<file path="config.mk">
export PLATFORM = sky130hd
export DESIGN_NAME = usb1_reg_arb
export DESIGN_NICKNAME = d
export VERILOG_FILES = /design/src/rtl/usb1_reg_arb.sv
export SDC_FILE = /design/constraint.sdc
export NUM_CORES = 1
export LEC_CHECK = 0
export CORE_MARGIN = 4
export CORE_UTILIZATION = 40
export CTS_BUF_LIST = sky130_fd_sc_hd__clkbuf_4 sky130_fd_sc_hd__clkbuf_8
export DETAILED_ROUTE_END_ITERATION = 12
export PLACE_DENSITY = 0.83
export SLEW_MARGIN = 10
export SYNTH_ARGS = -nofsm -noshare
export SYNTH_HDL_FRONTEND = slang
export SYNTH_SLANG_ARGS = --single-unit
</file>
<file path="constraint.sdc">
create_clock -name usb_clk_i -period 4.9 [get_ports usb_clk_i]
set_input_delay 0.98 -clock usb_clk_i [delete_from_list [all_inputs] [get_ports usb_clk_i]]
set_output_delay 0.98 -clock usb_clk_i [all_outputs]
set_load 0.02 [all_outputs]
</file>
<file path="src/rtl/usb1_reg_arb.sv">
// usb1_reg_arb: round-robin arbiter letting two requesters share the
// usbh_core register port (usb_clk domain), with a bus timeout.
//
// Ports:
//   usb_clk_i, usb_rst_i            clock, synchronous active-high reset
//   m0_*/m1_* cs,wr,addr,wdata,be   requester command inputs
//   m0_*/m1_* rdata,ack,err         requester completion outputs
//   reg_cs,wr,addr,wdata,be         registered command to the core
//   reg_rdata, reg_ack              core response
//   timeout_cnt                     saturating count of timeouts
module usb1_reg_arb #(
    parameter int              AW      = 6,
    parameter int              DW      = 32,
    parameter int              TIMEOUT = 255,
    parameter logic [DW-1:0]   TO_DATA = 32'hDEAD_0BAD
) (
    input  logic              usb_clk_i,
    input  logic              usb_rst_i,

    input  logic              m0_cs,
    input  logic              m0_wr,
    input  logic [AW-1:0]     m0_addr,
    input  logic [DW-1:0]     m0_wdata,
    input  logic [DW/8-1:0]   m0_be,
    output logic [DW-1:0]     m0_rdata,
    output logic              m0_ack,
    output logic              m0_err,

    input  logic              m1_cs,
    input  logic              m1_wr,
    input  logic [AW-1:0]     m1_addr,
    input  logic [DW-1:0]     m1_wdata,
    input  logic [DW/8-1:0]   m1_be,
    output logic [DW-1:0]     m1_rdata,
    output logic              m1_ack,
    output logic              m1_err,

    output logic              reg_cs,
    output logic              reg_wr,
    output logic [AW-1:0]     reg_addr,
    output logic [DW-1:0]     reg_wdata,
    output logic [DW/8-1:0]   reg_be,
    input  logic [DW-1:0]     reg_rdata,
    input  logic              reg_ack,

    output logic [7:0]        timeout_cnt
);

    localparam int BW = DW / 8;
    // Counter only has to reach TIMEOUT-1.
    localparam int CW = (TIMEOUT > 1) ? $clog2(TIMEOUT) : 1;

    typedef enum logic [1:0] {
        IDLE,
        BUSY,
        DONE
    } state_e;

    state_e          state_q, state_d;
    logic            last_q, last_d;
    logic [CW-1:0]   cnt_q, cnt_d;
    logic            cs_q, cs_d;
    logic            wr_q, wr_d;
    logic [AW-1:0]   addr_q, addr_d;
    logic [DW-1:0]   wdata_q, wdata_d;
    logic [BW-1:0]   be_q, be_d;
    logic [DW-1:0]   rd0_q, rd0_d;
    logic [DW-1:0]   rd1_q, rd1_d;
    logic            ack0_q, ack0_d;
    logic            ack1_q, ack1_d;
    logic            err0_q, err0_d;
    logic            err1_q, err1_d;
    logic [7:0]      tocnt_q, tocnt_d;

    // m1 wins if it is the only requester, or on a tie when m0 went last.
    logic gnt1;
    assign gnt1 = m1_cs & (~m0_cs | ~last_q);

    always_comb begin
        state_d = state_q;
        last_d  = last_q;
        cnt_d   = cnt_q;
        cs_d    = cs_q;
        wr_d    = wr_q;
        addr_d  = addr_q;
        wdata_d = wdata_q;
        be_d    = be_q;
        rd0_d   = rd0_q;
        rd1_d   = rd1_q;
        ack0_d  = 1'b0;
        ack1_d  = 1'b0;
        err0_d  = 1'b0;
        err1_d  = 1'b0;
        tocnt_d = tocnt_q;

        unique case (state_q)
            IDLE: begin
                if (m0_cs | m1_cs) begin
                    last_d  = gnt1;
                    cs_d    = 1'b1;
                    wr_d    = gnt1 ? m1_wr    : m0_wr;
                    addr_d  = gnt1 ? m1_addr  : m0_addr;
                    wdata_d = gnt1 ? m1_wdata : m0_wdata;
                    be_d    = gnt1 ? m1_be    : m0_be;
                    cnt_d   = '0;
                    state_d = BUSY;
                end
            end
            BUSY: begin
                // last_q names the master owning this transaction.
                if (reg_ack) begin
                    cs_d    = 1'b0;
                    state_d = DONE;
                    if (last_q) begin
                        rd1_d  = reg_rdata;
                        ack1_d = 1'b1;
                    end else begin
                        rd0_d  = reg_rdata;
                        ack0_d = 1'b1;
                    end
                end else if (cnt_q == CW'(TIMEOUT - 1)) begin
                    cs_d    = 1'b0;
                    state_d = DONE;
                    if (tocnt_q != 8'hFF) begin
                        tocnt_d = tocnt_q + 8'd1;
                    end
                    if (last_q) begin
                        rd1_d  = TO_DATA;
                        err1_d = 1'b1;
                    end else begin
                        rd0_d  = TO_DATA;
                        err0_d = 1'b1;
                    end
                end else begin
                    cnt_d = cnt_q + CW'(1);
                end
            end
            DONE: begin
                state_d = IDLE;
            end
            default: begin
                state_d = IDLE;
            end
        endcase
    end

    always_ff @(posedge usb_clk_i) begin
        if (usb_rst_i) begin
            state_q <= IDLE;
            last_q  <= 1'b1;
            cnt_q   <= '0;
            cs_q    <= 1'b0;
            wr_q    <= 1'b0;
            addr_q  <= '0;
            wdata_q <= '0;
            be_q    <= '0;
            rd0_q   <= '0;
            rd1_q   <= '0;
            ack0_q  <= 1'b0;
            ack1_q  <= 1'b0;
            err0_q  <= 1'b0;
            err1_q  <= 1'b0;
            tocnt_q <= '0;
        end else begin
            state_q <= state_d;
            last_q  <= last_d;
            cnt_q   <= cnt_d;
            cs_q    <= cs_d;
            wr_q    <= wr_d;
            addr_q  <= addr_d;
            wdata_q <= wdata_d;
            be_q    <= be_d;
            rd0_q   <= rd0_d;
            rd1_q   <= rd1_d;
            ack0_q  <= ack0_d;
            ack1_q  <= ack1_d;
            err0_q  <= err0_d;
            err1_q  <= err1_d;
            tocnt_q <= tocnt_d;
        end
    end

    assign reg_cs      = cs_q;
    assign reg_wr      = wr_q;
    assign reg_addr    = addr_q;
    assign reg_wdata   = wdata_q;
    assign reg_be      = be_q;
    assign m0_rdata    = rd0_q;
    assign m1_rdata    = rd1_q;
    assign m0_ack      = ack0_q;
    assign m1_ack      = ack1_q;
    assign m0_err      = err0_q;
    assign m1_err      = err1_q;
    assign timeout_cnt = tocnt_q;

endmodule

</file>
* Yosys cells after proc, flatten, opt, wreduce, memory -nomap -nowiden
Cells that the tools add are included.
** Storage, ports and cells
- Logic and storage cells :: 70
- Input bits :: 123
- Output and inout port bits :: 120
- Bits in registers :: 131
** Operators by class
- Multiplexer cells :: 26
- $add $sub $neg :: 2
- Bitwise operators :: 8
- Equality and inequality tests :: 7
- Reductions and logical operators :: 12
** Operator list (number)
- 2-to-1 mux 32 bit :: 9
- 2-to-1 mux 8 bit :: 3
- adder 8 x 1 -> 8 bit, second input constant :: 2
- one-hot mux 8 bit (2 select lines) :: 1
- AND reduction 3 bit :: 3
- equality test 8 bit, second input constant :: 1
- != test 8 bit, second input constant :: 1
- AND reduction 4 bit :: 2
- 2-to-1 mux 1 bit :: 6
- 2-to-1 mux 2 bit :: 3
- 2-to-1 mux 6 bit :: 1
- != test 2 bit, second input constant :: 3
- inverter 1 bit :: 5
- 2-to-1 mux 4 bit :: 1
- one-hot mux 2 bit (2 select lines) :: 1
- AND reduction 2 bit :: 2
- nonzero test 2 bit :: 2
- OR reduction 4 bit :: 1
- != test 3 bit, second input constant :: 1
- OR reduction 3 bit :: 1
- equality test 2 x 1 -> 1 bit, second input constant :: 1
- logical NOT 2 bit :: 1
- OR 1 bit :: 2
- one-hot mux 1 bit (2 select lines) :: 1
- bitwise AND 1 bit :: 1

* Depth between registers and ports, before layout
- Depth after elaboration :: 4
- Gate-level depth with buffers :: 9
- Gate-level depth less buffers :: 6

* Least setup slack after synthesis
No wires, ideal clock.
- Kind :: input-to-reg
- From :: in reg_ack
- To :: reg tocnt_q[7], in the netlist timeout_cnt[7]
- Setup time :: 0.135 ns
- Data arrival time :: 2.032 ns
- Stages on the path :: 5
- Data required time :: 4.765 ns
- Setup slack :: 2.732 ns
- Path buffers :: 1
- Path through :: nor3b_1 -> nand3_1 -> clkbuf_1 -> o311ai_0 -> o41ai_1
** On the way
- Word-level cells in the longest chain between the ends :: 2
** RTL lines
- start, declared :: RTL line 44 : input logic reg_ack,
- inverter 1 bit (no source line)
- AND reduction 4 bit (no source line)
- end signal, assigned :: RTL line 179 : tocnt_q <= tocnt_d;
- end, declared :: RTL line 73 : logic [7:0] tocnt_q, tocnt_d;
Every way passes these cells.
A chain may end at the register's enable or synchronous reset.

* Worst setup path after layout
- From :: in reg_ack
- To :: reg tocnt_q[3], in the netlist timeout_cnt[3]
Same word-level chain as after synthesis.

==> run summary <==
The launching element type of the critical path is an input pin. The share of cells above drive strength 1 is 7.06%. The count of routing violations after the opening detailed-route iteration came out at 191. The global placement routability congestion is 0.851.

The worst relative slew slack came out at 24.0%. The startpoint-to-endpoint class of the critical path is in2reg. The total power after layout came out at 2760 uW.

The number of CTS-inserted buffers is 17. The mean cell area of the mapped netlist is 9.43 um^2. The minimum clock period is 3.17 ns. The via count came out at 5153. The maximum clock path buffer count came out at 2. Summing all multi-input logic gate instances after layout gives 2690 um^2.

The sequential area share after synthesis is 46.8%. TritonCTS built the clock tree. The post-layout net count is 934. Buffers placed on the I/O ports in this run total 242.

The count of hold buffers inserted by post-cts repair came out at 0. Of the post-synthesis cell area, the dominant cell type holds 46.8%. For this run, the number of Yosys warnings is 0. The final worst setup slack came out at 1.73 ns. The half-perimeter wire length after detailed placement is 12100 um. The leakage power is 0.00322 uW. The maximum fanout along the worst path is 21. The summed negative setup slack over all endpoints came out at 0 ns. The die boundary width is 126 um.

The tree is rooted in a sky130_fd_sc_hd__clkbuf_8. The number of failing hold endpoints at the final stage is 0. The area of the die came out at 16000 um^2. The number of setup violations in the final report is 0. Of all cell types, the one taking the most synthesized area is sky130_fd_sc_hd__dfxtp_1. The critical path data required time is 5.26 ns.

The number of fillers in the final layout is 1144. The main flop type after synthesis is sky130_fd_sc_hd__dfxtp_1. The count of clock tree sinks came out at 131. Using the TritonRoute via totals, the vias-per-cell ratio works out to 5.17.

The post-CTS setup buffer count came out at 0. The via count of the first global-routing pass came out at 4917. For this design the ratio of total power to cell area is 324 nW/um^2. Max-cap violations in this run came to 0. In the routed design, unresolved DRC markers number 0. The path category of the worst min-delay check is reg2reg.

The global-route usage over all layers came out at 20.1%. The max-slew violation total from the final report came to 0. The capturing element type of the critical path is a register. The total length of routed wires is 16500 um. The flip-flop and latch count after synthesis is 131. The maximum frequency from static timing analysis is 0.315 GHz.

The total inserted antenna cells came out at 0. The number of I/O pins is 243. Setup repair after global routing left no endpoint under its margin.

Once the clock tree was built, the resizer swapped 0 gates to a different size. The worst-case clock skew is 0.0123 ns. The commonest cells after synthesis are sky130_fd_sc_hd__dfxtp_1, sky130_fd_sc_hd__mux2i_1, sky130_fd_sc_hd__nor2_1, sky130_fd_sc_hd__nand2_1, sky130_fd_sc_hd__a211oi_1.

The part of the cycle the worst path needs came out at 64.7%. The floorplan has 42 rows. The worst-skew pair later-pin latency is 0.44 ns. The worst setup slack after placement came out at 1.32 ns. Dividing the detail-routed wire length by the instance count gives 16.6 um.

The number of routed nets with antenna violations is 0. The maximum number of pins on one net before global-route repair came out at 87. The number of nets in the synthesized netlist came out at 720.

The maximum level of the CTS H-tree came out at 4. The sequential cells in the finished layout cover a total of 2620 um^2. The transition at the pin with the smallest max-transition slack is 1.13 ns. In the post-synthesis netlist, the biggest area contributors are sky130_fd_sc_hd__dfxtp_1, sky130_fd_sc_hd__mux2i_1, sky130_fd_sc_hd__a211oi_1, sky130_fd_sc_hd__nor2_1, sky130_fd_sc_hd__nand2_1. The gate count after technology mapping came out at 594. The cell area after technology mapping is 5600 um^2. The die boundary height came out at 126 um. The core region is 13500 um^2. The cell with the most instances after synthesis is sky130_fd_sc_hd__dfxtp_1. The global-route wire length before repair is 25700 um.

The setup slack of the worst register-to-register path is 2.49 ns. The critical path data arrival time is 3.53 ns. The flow ran to the end, and the final reports show no timing, DRC or antenna violations. The effective utilization at floorplan is 41.6%. The number of different library cells used by synthesis comes to 43. The layout overhead on the synthesized area came out at 51.8%. Counting flops with a built-in enable in the synthesized netlist gives 0. The total global routing overflow is 0. The number of antenna violations at the first check in global routing is 0. Clock-pin slew was measured on the worst setup and hold paths at 0.08 ns. The detailed-routing iteration count for the pre-antenna-repair pass is 4.

The post-synthesis async set-or-reset flop share came out at 0%. The final core utilization is 63.2%. The worst IR drop on VDD came out at 0.000140 V.
-- through the flow --
stage	cells	hold WS (ns)	area [um^2]
floorplan	594	0.433	5600
global placement	965	0.445	8050
detailed placement	965	0.454	8050
CTS	997	0.465	8500
global route	997	0.489	8500
finish	997	0.462	8500
-- cell type report --
type | count | area share, %
multi-input cells | 393 | 31.6
clock buffers | 18 | 2.84
well taps | 176 | 2.59
flip-flops and latches | 131 | 30.8
clock inverters | 14 | 2.47
inverters | 18 | 0.794
repair buffers | 247 | 28.9
-- logic make-up after synthesis --
logic type / after synthesis / synth area share (%)
and+or+nand+nor: 190 / 17.1
DFF: 131 / 46.8
AOI/OAI and AO/OA: 118 / 15.2
muxes: 82 / 14.6
buffers and inverters: 70 / 5.58
adders and majority gates: 3 / 0.670
-- critical path: stages --
cell and delay [ns]:
sky130_fd_sc_hd__clkdlybuf4s50_1 0.85, sky130_fd_sc_hd__nor3b_1 0.52, sky130_fd_sc_hd__nand3_1 0.42, sky130_fd_sc_hd__or4_1 0.61
sky130_fd_sc_hd__a21oi_1 0.15
-- cells in the final DEF, fill, tap and decap left out, drive strengths merged --
master,synthesis,layout
clkinvlp,0,3
o221a,1,1
nor4b,2,2
a31oi,1,1
bufinv,0,5
o21ai,15,15
nand4,4,4
nor4,13,13
nand2,48,48
or3b,1,1
a211oi,56,56
and4,1,1
a21boi,2,2
or4,17,17
o31a,1,1
clkdlybuf4s50,0,241
ha,3,3
nand3b,1,1
inv,18,19
nor2,52,52
o31ai,6,6
buf,17,6
a21o,1,1
o41ai,3,3
clkinv,0,5
mux2i,82,82
o311ai,2,2
nand3,20,20
nor3b,14,14
clkbuf,35,18
dfxtp,131,131
and2,2,2
nand2b,1,1
a21oi,27,27
and3,5,5
or3,3,3
o211ai,2,2
nor3,6,6
o21a,1,1
-- state kept, by name (all words and copies together), names as in the netlist, 2 cells and up --
signal,flops
reg_wdata,32
reg_addr,6
timeout_cnt,8
m0_rdata,32
reg_be,4
cnt_q,8
m1_rdata,32
state_q,2
-- final timing paths --
check | from | endpoint | cells past startpoint
setup / recovery | reg_ack | timeout_cnt[3] | 5
hold / removal | m1_rdata[30] | m1_rdata[30] | 2
setup reg to reg | last_q | m1_rdata[27] | 4
hold reg to reg | m1_rdata[30] | m1_rdata[30] | 2
-- routing by layer --
metal	vias up	part of all wire, %	global-route usage (%)
met2	211	47	33.3
met4	0	1.6	6.56
li1	2587	-	-
met3	21	8.6	6.39
met1	2334	43	24.9
met5	-	0	0
-- power breakdown --
group          internal (uW)  leakage [uW]  switching (uW)
Sequential              1130       0.00107            41.3
Combinational            272       0.00193             273
Clock                    609      0.000222             430
Total                   2010       0.00322             745
No activity file was read; power rests on OpenSTA's default activity.
